$ cat src/rtl/module_serial_adder.sv
// rtl/module_serial_adder.sv - bit-serial adder driving a single full-adder cell
// One sum bit per clock, LSB first, carry held in c_r between steps.

module module_full_adder (
   input  logic i_a,
   input  logic i_b,
   input  logic i_carry,
   output logic o_sum,
   output logic o_carry
);
   assign o_sum   = i_a ^ i_b ^ i_carry;
   assign o_carry = (i_a & i_b) | (i_carry & (i_a ^ i_b));
endmodule

module module_serial_adder #(
   parameter int WIDTH = 8
) (
   input  logic             i_clk,
   input  logic             i_rst_n,
   input  logic             i_start,
   input  logic [WIDTH-1:0] i_a,
   input  logic [WIDTH-1:0] i_b,
   input  logic             i_carry,
   output logic             o_busy,
   output logic             o_done,
   output logic [WIDTH-1:0] o_sum,
   output logic             o_carry
);
   localparam int CW = $clog2(WIDTH + 1);
   localparam logic [CW-1:0] LAST = CW'(WIDTH - 1);

   typedef enum logic [1:0] {IDLE, RUN, DONE} state_t;

   state_t           state_q, state_d;
   logic [WIDTH-1:0] a_sr, b_sr, sum_sr, sum_next;
   logic [CW-1:0]    cnt;
   logic             c_r;
   logic             fa_sum, fa_carry;
   logic             accept, last_step;

   module_full_adder u_fa (
      .i_a     (a_sr[0]),
      .i_b     (b_sr[0]),
      .i_carry (c_r),
      .o_sum   (fa_sum),
      .o_carry (fa_carry)
   );

   // New bits enter at the MSB so the word is in LSB order after WIDTH steps.
   generate
      if (WIDTH == 1) begin : g_w1
         assign sum_next = fa_sum;
      end else begin : g_wn
         assign sum_next = {fa_sum, sum_sr[WIDTH-1:1]};
      end
   endgenerate

   assign accept    = ((state_q == IDLE) || (state_q == DONE)) && i_start;
   assign last_step = (state_q == RUN) && (cnt == LAST);
   assign o_busy    = (state_q == RUN);
   assign o_done    = (state_q == DONE);

   always_comb begin
      state_d = state_q;
      case (state_q)
         IDLE:    if (i_start) state_d = RUN;
         RUN:     if (cnt == LAST) state_d = DONE;
         DONE:    state_d = i_start ? RUN : IDLE;
         default: state_d = IDLE;
      endcase
   end

   always_ff @(posedge i_clk) begin
      if (!i_rst_n) begin
         state_q <= IDLE;
         a_sr    <= '0;
         b_sr    <= '0;
         sum_sr  <= '0;
         cnt     <= '0;
         c_r     <= 1'b0;
         o_sum   <= '0;
         o_carry <= 1'b0;
      end else begin
         state_q <= state_d;
         if (accept) begin
            a_sr <= i_a;
            b_sr <= i_b;
            c_r  <= i_carry;
            cnt  <= '0;
         end else if (state_q == RUN) begin
            a_sr   <= a_sr >> 1;
            b_sr   <= b_sr >> 1;
            sum_sr <= sum_next;
            c_r    <= fa_carry;
            cnt    <= cnt + 1'b1;
         end
         if (last_step) begin
            o_sum   <= sum_next;
            o_carry <= fa_carry;
         end
      end
   end
endmodule

$ cat config.mk
export PLATFORM = sky130hd
export DESIGN_NAME = module_serial_adder
export DESIGN_NICKNAME = d
export VERILOG_FILES = /design/src/rtl/module_serial_adder.sv
export SDC_FILE = /design/constraint.sdc
export NUM_CORES = 1
export LEC_CHECK = 0
export ABC_AREA = 1
export ABC_CLOCK_PERIOD_IN_PS = 1160
export CAP_MARGIN = 20
export CORE_MARGIN = 3
export CORE_UTILIZATION = 49
export CTS_BUF_LIST = sky130_fd_sc_hd__clkbuf_8
export DETAILED_ROUTE_END_ITERATION = 7
export GPL_ROUTABILITY_DRIVEN = 0
export PLACE_DENSITY = 0.86
export SLEW_MARGIN = 20
export SYNTH_ARGS = -nofsm -noshare
export SYNTH_HDL_FRONTEND = slang
export SYNTH_SLANG_ARGS = --single-unit
$ cat constraint.sdc
create_clock -name i_clk -period 1.16 [get_ports i_clk]
set_input_delay 0.232 -clock i_clk [delete_from_list [all_inputs] [get_ports i_clk]]
set_output_delay 0.232 -clock i_clk [all_outputs]
set_load 0.01 [all_outputs]
==> metrics.txt <==
initial cell density of the core=about half; hold slack=roughly 0.32 ns; initial antenna violation count=0; grt met3 use=between 5 and 6%; Mapped Nets=~270; Yosys top cell area share=44.5%; Leak=around 1.1 nW; CTS Hold Bufs=0; area occupied by multi-input gates=832 um2; CTS max path bufs=2; grt ovf=0; Die ar.=4330 um2; Crit Path Max Fanout=3; final cycle utilization of the critical path=101%; Residual DRC=0; Yosys top cell by area=dfxtp_1; Net count, final=roughly 320; drt wl/cell=around 11 um; pin count of the biggest net entering global routing=27; Area contributors post-synth=dfxtp_1, nand2_1, nand3_1; final WL=~4000 um; Synth Register Bits=39; total number of vias=between 1500 and 2000; drt initial violations=between 70 and 80; CP startpoint kind=flip-flop; clock root buffer=clkbuf_8; Layout area overhead=38.3%; M2 GR Usage=approximately 30%; std cell rows=21; Final Hold Fails=0; Worst-path clk slew=approximately 0.07 ns; RSZ-0062 raised after global routing=true; Synth Instances=between 200 and 250; Setup crit end kind=output pin; Critical Path AT=~0.94 ns; Final ANT Viol Nets=0; worst setup margin=-0.00879 ns; layout cells sized above 1=about a fifth; Avg Cell Area, Syn=slightly above 7 um2; GR Util All Layers=about a fifth; maximum vdd drop=741 uV; Max Clock Skew=around 0.0066 ns; max frequency=roughly 860 MHz; Register Area=approximately 790 um2; post-synthesis cell area=between 1500 and 2000 um2; met1 Track Usage GR=a little under a quarter; Antenna Cells=0; worst-margin pin slew=slightly below 0.4 ns; global-route wire length before repair=a little over 6000 um; CTS tree=done; final setup fails=2; Slew Viols, Final=0; layout filler cell count=237; failing checks=negative setup slack; Ports=31; gr busiest metal=met2; Die Ht=between 60 and 70 um; vias in the first global route=around 1400; Setup CP Type=reg -> out; Final Util=a little under three quarters; Ys Warns=0; H-Tree Level Count=2; Slew headroom=74.2%; status=finished with violations; Hold Path Class=in -> reg; total CTS buffers=5; Seq/Total Area, Yosys=44.5%; Clock Latency Late Sink=approximately 0.29 ns; CTS Sinks=39; drt pass-1 iters=4; input/output buffers=30; core footprint=~3400 um2; die width=roughly 66 um; Via-to-Cell Ratio=approximately 5.0; Crit path required time=approximately 0.93 ns; Max-cap violations=0; Netlist cell types=19; Final HPWL DP=approximately 2600 um; PD cells=between 1000 and 1500 nW/um2; Tmin final=~1.2 ns
final timing paths:
kind / start / end / slack [ns] / depth (start not counted)
worst max-delay path: state_q[0] / o_busy / -0.009 / 3
worst min-delay path: i_rst_n / sum_sr[7] / 0.32 / 3
worst max register to register: b_sr[0] / sum_sr[7] / 0.01 / 3
worst min register to register: sum_sr[1] / sum_sr[1] / 0.45 / 2
per-layer routing:
metal	routed length, um	vias up
li1	-	878
met1	1810	768
met2	1860	61
met3	230	8
met4	70	0
met5	0	-
state kept, by name, summed over array words and instances, names as in the netlist:
signal,count
a_sr,8
b_sr,8
c_r,1
cnt,4
o_carry,1
o_sum,8
state_q,2
sum_sr,7
where the power goes:
| part | internal [mW] | switching [mW] |
|---|---|---|
| sequential | 1.42 | 0.0516 |
| combinational | 0.254 | 0.280 |
| clock | 0.411 | 0.474 |
| total | 2.09 | 0.806 |
cells in the final DEF (no fill, tap or decap), drive strengths merged:
cell type,count
buf,27
clkdlybuf4s50,17
dlygate4sd2,4
clkinv,3
a21oi,16
nand2,51
clkbuf,5
fa,1
nor2,45
inv,34
clkdlybuf4s15,5
dfxtp,39
dlymetal6s2s,2
ha,1
nand3,32
o21ai,18
layout make-up:
type	instances	area share [%]
repair buffers	55	21.7
clock inverters	3	0.619
well taps	46	2.37
multi-input cells	164	34.3
flip-flops and latches	39	32.7
inverters	34	5.47
clock buffers	5	2.84
stage by stage:
stage	cells	area [um2]	setup slack [ns]	TNS, ns	power, mW
3_5_place_dp	332	2190	-0.275	-7.68	1.96
2_1_floorplan	247	1750	0.0604	0	1.78
6_report	346	2420	-0.00879	-0.0171	2.89
3_3_place_gp	332	2190	-0.258	-6.91	1.95
4_1_cts	341	2320	-0.00985	-0.00985	2.85
5_1_grt	346	2420	-0.0772	-0.540	3.02
cell usage after synthesis:
| master | instances |
|---|---|
| nand2_4 | 2 |
| buf_4 | 2 |
| inv_1 | 31 |
| o21ai_0 | 18 |
| nor2_1 | 42 |
| buf_6 | 5 |
| nand2_2 | 1 |
| nor2_4 | 2 |
| a21oi_1 | 16 |
| nor2_2 | 1 |
| ha_1 | 1 |
| nand2_1 | 47 |
| inv_4 | 1 |
| dfxtp_1 | 39 |
| inv_2 | 2 |
| nand3_1 | 32 |
| fa_1 | 1 |
| clkbuf_1 | 3 |
| buf_2 | 1 |
critical path, stage by stage (launching register included):
cell and delay, ns:
dfxtp_4 0.39, inv_4 0.05, nor2_4 0.09, buf_6 0.11
cells by family (layout without fill, tap and decap cells):
family,after synthesis,in the layout,share of synthesized area (%)
and+or+nand+nor,127,128,31.5
DFF,39,39,44.5
AOI/OAI and AO/OA,34,34,9.71
adders and majority gates,2,2,1.86
buffers and inverters,45,97,12.4
repair_timing:
action / in CTS / in global routing
resized for setup: 36 / 25
setup endpoints to repair: 44 / 41
gates cloned: 0 / 1
pin swaps: 2 / 6
setup buffers: 2 / 4
Note: power is estimated with default switching activity, not from simulation.
==> RTL edit, RTL diff (config.mk and constraints unchanged) <==
Compare `cnt` against `LAST` with >= in place of ==.
--- a/src/rtl/module_serial_adder.sv
+++ b/src/rtl/module_serial_adder.sv
@@ -57,5 +57,5 @@
 
    assign accept    = ((state_q == IDLE) || (state_q == DONE)) && i_start;
-   assign last_step = (state_q == RUN) && (cnt == LAST);
+   assign last_step = (state_q == RUN) && (cnt >= LAST);
    assign o_busy    = (state_q == RUN);
    assign o_done    = (state_q == DONE);
Formal check against the unedited RTL: no difference found for any inputs over 10 cycles, from zero or initial values and one cycle with i_rst_n low; that may be too few to reach the edited logic, so the function may still have changed.
==> RTL edit against the original RTL <==
  * Routed wire length fell by 0.83%
  * Power is 1.3% lower
  * The run still ends with negative setup slack left
  * Largest cell class unchanged
  * Setup slack worse by 0.054 ns
  * Final cell count decreased by 3.2%
  * Synthesized area fell by 0.79%
  * Final area grew 1.0%
  * Sequential cell count stayed put
  * Clock skew decreased by 0.0012 ns
==> RTL edit: results (changes against the original RTL) <==
GRT
  – Total gr overflow: 0 (unchanged)
  – GRT Total Usage: 0.191 (+0.00313)
  – First-pass GRT wire length: 6320 um (+4.2%)
  – Vias in the first global route: 1454 (+0.48%)
  – Largest net degree at the start of global routing: 24 (-11%)

Status
  – Failing checks: negative setup slack
  – Status: finished, violations left

Layout
  – Filler Cells Inserted: 265 (+12%)
  – Design Area, Final: 2450 um^2 (+1.0%)
  – Final nets: 310 (-3.4%)
  – Share of layout cells above drive strength 1: 0.225 (+0.0216)
  – Biggest regs: a_sr x8, b_sr x8, o_sum x8

CTS
  – CTS resizes: 23 (-36%)
  – Clock buffer depth: 2 (unchanged)

Timing
  – Final setup viols: 3 (+1)
  – Final setup margin: -0.0625 ns (-0.0537 ns)
  – Tcrit/Tclk final: 1.05 (+0.0463)
  – Setup TNS: -0.117 ns (-0.0996 ns)
  – Clock skew: 0.00539 ns (-0.00122 ns)

Logic synthesis
  – Net count after synthesis: 260 (-3.3%)
  – Yosys warning total: 0 (unchanged)
  – Compound-gate portion of the synthesized area: 0.109 (+0.0123)
  – Post-synth cell types: 24 (+5)
  – Post-Syn Instances: 238 (-3.6%)
  – Seq/Total Area, Yosys: 0.449 (+0.00352)
  – Ranking of synthesized cells by area: dfxtp_1, nand3_1, nand2_1, a21oi_1, inv_1
  – Commonest cells in the netlist: nand2_1, nand3_1, dfxtp_1
  – Synth Area in Adders: 0.0187 (+0.000147)

Setup path
  – RR Startpoint: c_r
  – Reg-to-reg slack, setup: -0.01 ns (-0.02 ns)
  – Max FO, Critical Path: 2 (-1)
  – CP Launch Point: state_q[1]
  – Reg2reg path depth: 5 (+2)
  – RR Endpoint: o_sum[7]
  – Worst Path Arrival: 0.99 ns (+0.05 ns)

Pwr
  – Worst VDD drop: 0.813 mV (+9.6%)
  – Static leakage: 0.00106 uW (-5.8%)

Routing
  – Via count: 1635 (-4.7%)
  – Total wire length: 3940 um (-0.83%)
  – Initial DRC count: 115 (+55%)
  – DR vias/cell: 4.88 (-1.5%)

Place
  – Dpl cells: 321 (-3.3%)
RTL edit: changes by cell type in the layout (fill, tap and decap cells not counted), sizes merged, moves of 2 or more:
| cell | change |
|---|---|
| nor2 | -24 |
| a21oi | +13 |
| inv | -11 |
| nand3 | +11 |
| o21ai | -9 |
| nand4 | +4 |
| clkdlybuf4s15 | -3 |
| clkinvlp | +3 |
| dlygate4sd2 | +3 |
| clkinv | -2 |
| nor3 | +2 |
RTL edit: worst min path at each step:
stage	end	slack, ns	cells past startpoint
global route	state_q[1]	0.39	3
finish	state_q[1]	0.35	3
global placement	sum_sr[1]	0.45	2
CTS	sum_sr[1]	0.46	2
floorplan	a_sr[7]	0.34	2
detailed placement	sum_sr[1]	0.45	2
RTL edit: cells by family (layout without fill, tap and decap cells):
logic type	count (synthesis)	count (layout)
adder cells (fa/ha/maj)	2	2
AND/OR/NAND/NOR	121	122
AO/OA/AOI/OAI	38	38
flip-flops	39	39
buffers and inverters	38	88
RTL edit: worst max-delay path, cell delays in order (launching register included):
cell and delay (ns):
dfxtp_2 0.33, buf_4 0.13, nor2_4 0.12, buf_6 0.12
RTL edit: final cells by class:
class                           instances  share of cell area
Inverter                               24              0.0393
Timing Repair Buffer                   56               0.217
Multi-Input combinational cell        162               0.361
Sequential cell                        39               0.323
Clock buffer                            5              0.0281
Clock inverter                          3             0.00817
Tap cell                               46              0.0235
RTL edit: layer usage:
layer	up-vias	track usage	wire [um]
met5	-	0	0
met4	0	0.0648	54
met3	7	0.0462	218
met2	48	0.321	1980
met1	697	0.238	1690
li1	883	-	-
RTL edit: where the power goes:
part	switching, uW	internal, uW	total (uW)
Combinational	248	244	492
Clock	491	418	909
Sequential	44.1	1410	1450
